`src/rtl/axis_wb_bridge.sv`:
```
// rtl/axis_wb_bridge.sv - byte-stream command decoder driving a single-beat Wishbone master
// Commands: A1 addr[4] data[4] (write) or A2 addr[4] (read); responses 5A [+4 data bytes] or EE.
module axis_wb_bridge #(
  parameter int unsigned TIMEOUT = 255
) (
  input  logic        i_clk,
  input  logic        i_rst,
  input  logic [7:0]  s_axis_tdata,
  input  logic        s_axis_tvalid,
  output logic        s_axis_tready,
  output logic [7:0]  m_axis_tdata,
  output logic        m_axis_tvalid,
  input  logic        m_axis_tready,
  output logic [31:0] wb_adr_o,
  output logic [31:0] wb_dat_o,
  input  logic [31:0] wb_dat_i,
  output logic        wb_we_o,
  output logic [3:0]  wb_sel_o,
  output logic        wb_stb_o,
  output logic        wb_cyc_o,
  input  logic        wb_ack_i,
  input  logic        wb_err_i
);

  localparam logic [7:0]  OP_WRITE = 8'hA1;
  localparam logic [7:0]  OP_READ  = 8'hA2;
  localparam logic [7:0]  RSP_OK   = 8'h5A;
  localparam logic [7:0]  RSP_ERR  = 8'hEE;
  localparam logic [15:0] TMO_LAST = 16'(TIMEOUT - 1);

  typedef enum logic [2:0] {
    IDLE  = 3'd0,
    ADDR  = 3'd1,
    WDATA = 3'd2,
    BUS   = 3'd3,
    RESP  = 3'd4
  } state_t;

  state_t      state;
  state_t      state_nxt;
  logic        is_write;
  logic [1:0]  byte_cnt;
  logic [15:0] tcnt;
  logic [31:0] resp_sr;
  logic [2:0]  resp_left;

  logic in_fire;
  logic out_fire;
  logic opcode_ok;
  logic last_byte;
  logic tmo;
  logic bus_end;
  logic bus_err;

  assign in_fire   = s_axis_tvalid & s_axis_tready;
  assign out_fire  = m_axis_tvalid & m_axis_tready;
  assign opcode_ok = (s_axis_tdata == OP_WRITE) || (s_axis_tdata == OP_READ);
  assign last_byte = (byte_cnt == 2'd3);
  assign tmo       = (tcnt == TMO_LAST);
  assign bus_end   = wb_ack_i | wb_err_i | tmo;
  // err wins over a simultaneous ack; a timeout only counts when the slave stayed silent
  assign bus_err   = wb_err_i | (tmo & ~wb_ack_i);

  always_comb begin
    state_nxt = state;
    case (state)
      IDLE:    if (in_fire && opcode_ok) state_nxt = ADDR;
      ADDR:    if (in_fire && last_byte) state_nxt = is_write ? WDATA : BUS;
      WDATA:   if (in_fire && last_byte) state_nxt = BUS;
      BUS:     if (bus_end) state_nxt = RESP;
      RESP:    if (out_fire && (resp_left == 3'd0)) state_nxt = IDLE;
      default: state_nxt = IDLE;
    endcase
  end

  always_ff @(posedge i_clk or posedge i_rst) begin
    if (i_rst) state <= IDLE;
    else       state <= state_nxt;
  end

  // Handshake and bus strobes are registered from the next state so they stay low during reset.
  always_ff @(posedge i_clk or posedge i_rst) begin
    if (i_rst) begin
      s_axis_tready <= 1'b0;
      m_axis_tvalid <= 1'b0;
      m_axis_tdata  <= 8'h00;
      wb_cyc_o      <= 1'b0;
      wb_stb_o      <= 1'b0;
      wb_we_o       <= 1'b0;
      wb_sel_o      <= 4'h0;
      wb_adr_o      <= 32'h0;
      wb_dat_o      <= 32'h0;
      is_write      <= 1'b0;
      byte_cnt      <= 2'd0;
      tcnt          <= 16'd0;
      resp_sr       <= 32'h0;
      resp_left     <= 3'd0;
    end else begin
      s_axis_tready <= (state_nxt == IDLE) || (state_nxt == ADDR) || (state_nxt == WDATA);
      m_axis_tvalid <= (state_nxt == RESP);
      wb_cyc_o      <= (state_nxt == BUS);
      wb_stb_o      <= (state_nxt == BUS);
      wb_we_o       <= (state_nxt == BUS) && is_write;
      wb_sel_o      <= (state_nxt == BUS) ? 4'hF : 4'h0;
      tcnt          <= (state == BUS) ? tcnt + 16'd1 : 16'd0;
      case (state)
        IDLE: begin
          byte_cnt <= 2'd0;
          if (in_fire && opcode_ok) is_write <= (s_axis_tdata == OP_WRITE);
        end
        ADDR: begin
          if (in_fire) begin
            wb_adr_o <= {wb_adr_o[23:0], s_axis_tdata};
            byte_cnt <= byte_cnt + 2'd1;
          end
        end
        WDATA: begin
          if (in_fire) begin
            wb_dat_o <= {wb_dat_o[23:0], s_axis_tdata};
            byte_cnt <= byte_cnt + 2'd1;
          end
        end
        BUS: begin
          if (bus_end) begin
            if (bus_err) begin
              m_axis_tdata <= RSP_ERR;
              resp_left    <= 3'd0;
            end else begin
              m_axis_tdata <= RSP_OK;
              resp_left    <= is_write ? 3'd0 : 3'd4;
              if (!is_write) resp_sr <= wb_dat_i;
            end
          end
        end
        RESP: begin
          if (out_fire && (resp_left != 3'd0)) begin
            m_axis_tdata <= resp_sr[31:24];
            resp_sr      <= {resp_sr[23:0], 8'h00};
            resp_left    <= resp_left - 3'd1;
          end
        end
        default: ;
      endcase
    end
  end

endmodule

```
`config.mk`:
```
export PLATFORM = sky130hd
export DESIGN_NAME = axis_wb_bridge
export DESIGN_NICKNAME = d
export VERILOG_FILES = /design/src/rtl/axis_wb_bridge.sv
export SDC_FILE = /design/constraint.sdc
export NUM_CORES = 1
export LEC_CHECK = 0
export CAP_MARGIN = 20
export CORE_ASPECT_RATIO = 0.75
export CORE_UTILIZATION = 45
export DETAILED_ROUTE_END_ITERATION = 8
export PLACE_DENSITY = 0.74
export SLEW_MARGIN = 20
export SYNTH_ARGS = -nofsm -noshare
export SYNTH_HDL_FRONTEND = slang
export SYNTH_SLANG_ARGS = --single-unit
```
`constraint.sdc`:
```
create_clock -name i_clk -period 4.9 [get_ports i_clk]
set_input_delay 0.735 -clock i_clk [delete_from_list [all_inputs] [get_ports i_clk]]
set_output_delay 0.735 -clock i_clk [all_outputs]
set_load 0.05 [all_outputs]
```
==> run metrics <==
final period utilization=0.569; Sw Share=0.327; Yosys top cell area share=0.570; largest net degree at the start of global routing=106; Hold Path End=resp_sr[9]; min-delay src=resp_sr[9]; clock tree buffer depth=2; Ports=127; Routed WL per cell=15.2 µm; Initial Utilization=0.467; setup TNS=0 ns; Syn Inst Count=476; PortBufs=126; DRT Pass-1 Iters=4; Int Pwr=2.59 mW; Max-Cap Viols=0; Cell Pwr Density=493 mW/mm²; Crit path arrival time=3.12 ns; syn_area_per_cell=12.3 µm²; Slew Limit Fails=0; Hold-fix buffers, CTS=0; FF+latch count, synth=133; fin nets=648; Detail Placement HPWL=8070 µm; postcts setup bufs=0; worst stage delay on the critical path=0.95 ns; worst slew pin tran=1.08 ns; Area growth, synth to finish=33.7%; CTS Root Cell=clkbuf_16; CTS Buf Count=17; CP Class=register to register; Routed Wire Length=11800 µm; Synth area leaders=dfrtp_1 57%, mux2_2 12%, o21ai_2 4.2%, mux2i_1 4.1%, nand2_1 3.3%; crit-path max FO=64; pre-CTS setup slack=2.10 ns; Post-synth EDFFs=0; number of global-route vias before repair=3950; leakage=3.64 nW; initial antenna violation count=1; worst flop-to-flop path endpoint=resp_sr[8]; FFs w/ async S/R, synth=1.00; Die H=101 µm; H-tree depth=4; Synthesis Warnings=0; die width=133 µm; via-per-instance ratio=5.05; Max Fclk=0.358 GHz; ys flop type=dfrtp_1; Core Area=0.0125 mm²; max_slew headroom=0.282; first-pass GRT wire length=19600 µm; syn nets=527; shortest period the worst path allows=2.79 ns; Critical Path Slowest Stage Cell=or3b_2; # rows=35; Comb pwr share=0.268; sw power=1.26 mW; r2r worst-path depth=6; die area=0.0134 mm²; layout cells sized above 1=0.220; synthesized area=0.00583 mm²; final clock skew=0.00869 ns; power share of the clock group=0.353; status=finished clean; # setup viols final=0; filler instances=962; Detailed Route Iter0 Violations=195; via count=3918; Hold Vio Cnt, Final=0; drt drc=0; All-Layer GR Usage=0.187; CTS sink cnt=133; Worst setup EP type=register; reg2reg setup slack=2.11 ns; Min Hold Slack=0.476 ns; Area after DPL=0.00716 mm²; WHS Path Cells=2; CTS tree=done; post-synth top area cell=dfrtp_1; Max VDD drop=0.316 mV; ordered cell list for the critical path=or3b_2 > nor3b_4 > a31oi_4 > buf_4 > nand2_1 > o21ai_2; GPL Wtd Cong=0.834; Worst EP required=5.23 ns; worst skew pair latency=0.40 ns; final worst slack=2.11 ns; unrepaired setup endpoints after global routing=false; sequential fraction of the synthesis area=0.570; Seq pwr share=0.379; Antenna Cells=0; Critical Path Start Type=register; gr ovfl total=0; Hold Path Class=register to register; cts repair resizes=0; Reg clk slew, reported paths=0.06 ns; design area=0.00780 mm²; Netlist cell types=49; reg2reg start=state[2]; final antenna-violating net count=0
==> synthesized netlist by cell type, drive strengths merged, types with 4 or more instances <==
library cell  number
a21oi              9
buf               16
clkbuf            12
dfrtp            133
ha                 5
inv                8
mux2              64
mux2i             24
nand2             51
nand2b             5
nand3             11
nand4              6
nor2              29
nor3               4
o21ai             49
xnor2              7
xor2               6
==> flip-flops by register name (all words and copies together) (netlist names) <==
name,cells
byte_cnt,2
is_write,1
m_axis_tdata,8
m_axis_tvalid,1
resp_left,3
resp_sr,32
s_axis_tready,1
state,3
tcnt,16
wb_adr_o,32
wb_dat_o,32
wb_sel_o,1
wb_we_o,1
==> final cells by class <==
cell class | count | area, µm² | area share
clock buffer | 19 | 443 | 0.0568
clock inverter | 13 | 196 | 0.0252
inverter | 8 | 35.0 | 0.00449
multi-input combinational | 307 | 2300 | 0.295
sequential | 133 | 3330 | 0.427
tap | 166 | 208 | 0.0266
timing repair buffer | 130 | 1290 | 0.166
==> cells in the final DEF (no fill, tap or decap), types with 3 or more instances in the layout <==
cell type	count
a21oi_1	9
buf_4	4
bufinv_16	4
clkbuf_16	17
clkdlybuf4s50_1	126
clkinv_4	3
dfrtp_1	133
ha_1	5
inv_1	7
inv_6	5
mux2_2	64
mux2i_1	24
nand2_1	51
nand2b_1	5
nand3_1	11
nand4_1	6
nor2_1	27
nor3_1	4
o21ai_0	16
o21ai_1	5
o21ai_2	28
xnor2_1	7
xor2_1	6
==> through the flow <==
stage,power (mW),util,cells
floorplan,2.17,-,476
CTS,3.88,0.625,776
finish,3.85,0.625,776
detailed placement,2.51,0.573,744
global route,4.02,0.625,776
global placement,2.48,0.573,744
==> power by group through the flow <==
stage | Combinational [mW] | Clock (mW) | Sequential (mW)
6_report | 1.03 | 1.36 | 1.46
2_1_floorplan | 0.371 | 0 | 1.79
3_5_place_dp | 1.03 | 0 | 1.48
3_3_place_gp | 1.01 | 0 | 1.47
4_1_cts | 1.04 | 1.38 | 1.46
5_1_grt | 1.09 | 1.44 | 1.49
==> worst max path at each step <==
stage / endpoint / from / depth (start not counted)
CTS: resp_sr[8] / state[2] / 6
finish: resp_sr[8] / state[2] / 6
floorplan: byte_cnt[0] / i_rst / 1
global placement: resp_left[2] / wb_ack_i / 4
detailed placement: resp_left[2] / wb_ack_i / 4
global route: resp_sr[12] / state[2] / 6
==> logic make-up (layout without fill, tap and decap cells) <==
kind of cell,Yosys count,count (layout),share of synthesized area
muxes,88,88,0.165
buffers and inverters,36,170,0.0371
DFF,133,133,0.570
xor gates and xnor gates,13,13,0.0195
and+or+nand+nor,129,129,0.107
AOI/OAI and AO/OA,70,70,0.0866
adders and majority gates,7,7,0.0142
==> critical path, delay by kind of cell (launching register included) <==
family          cells  cell delay [ns]
simple gates        3             1.31
buf+inv             1             0.61
flops               1             0.47
compound gates      2             0.31
==> per-layer routing <==
metal	GRT usage	share of wire	vias up
li1	-	-	1913
met1	0.252	0.48	1920
met2	0.288	0.47	77
met3	0.0563	0.044	8
met4	0.0656	0.0088	0
met5	0	0	-
Note: power is estimated with default switching activity, not from simulation.
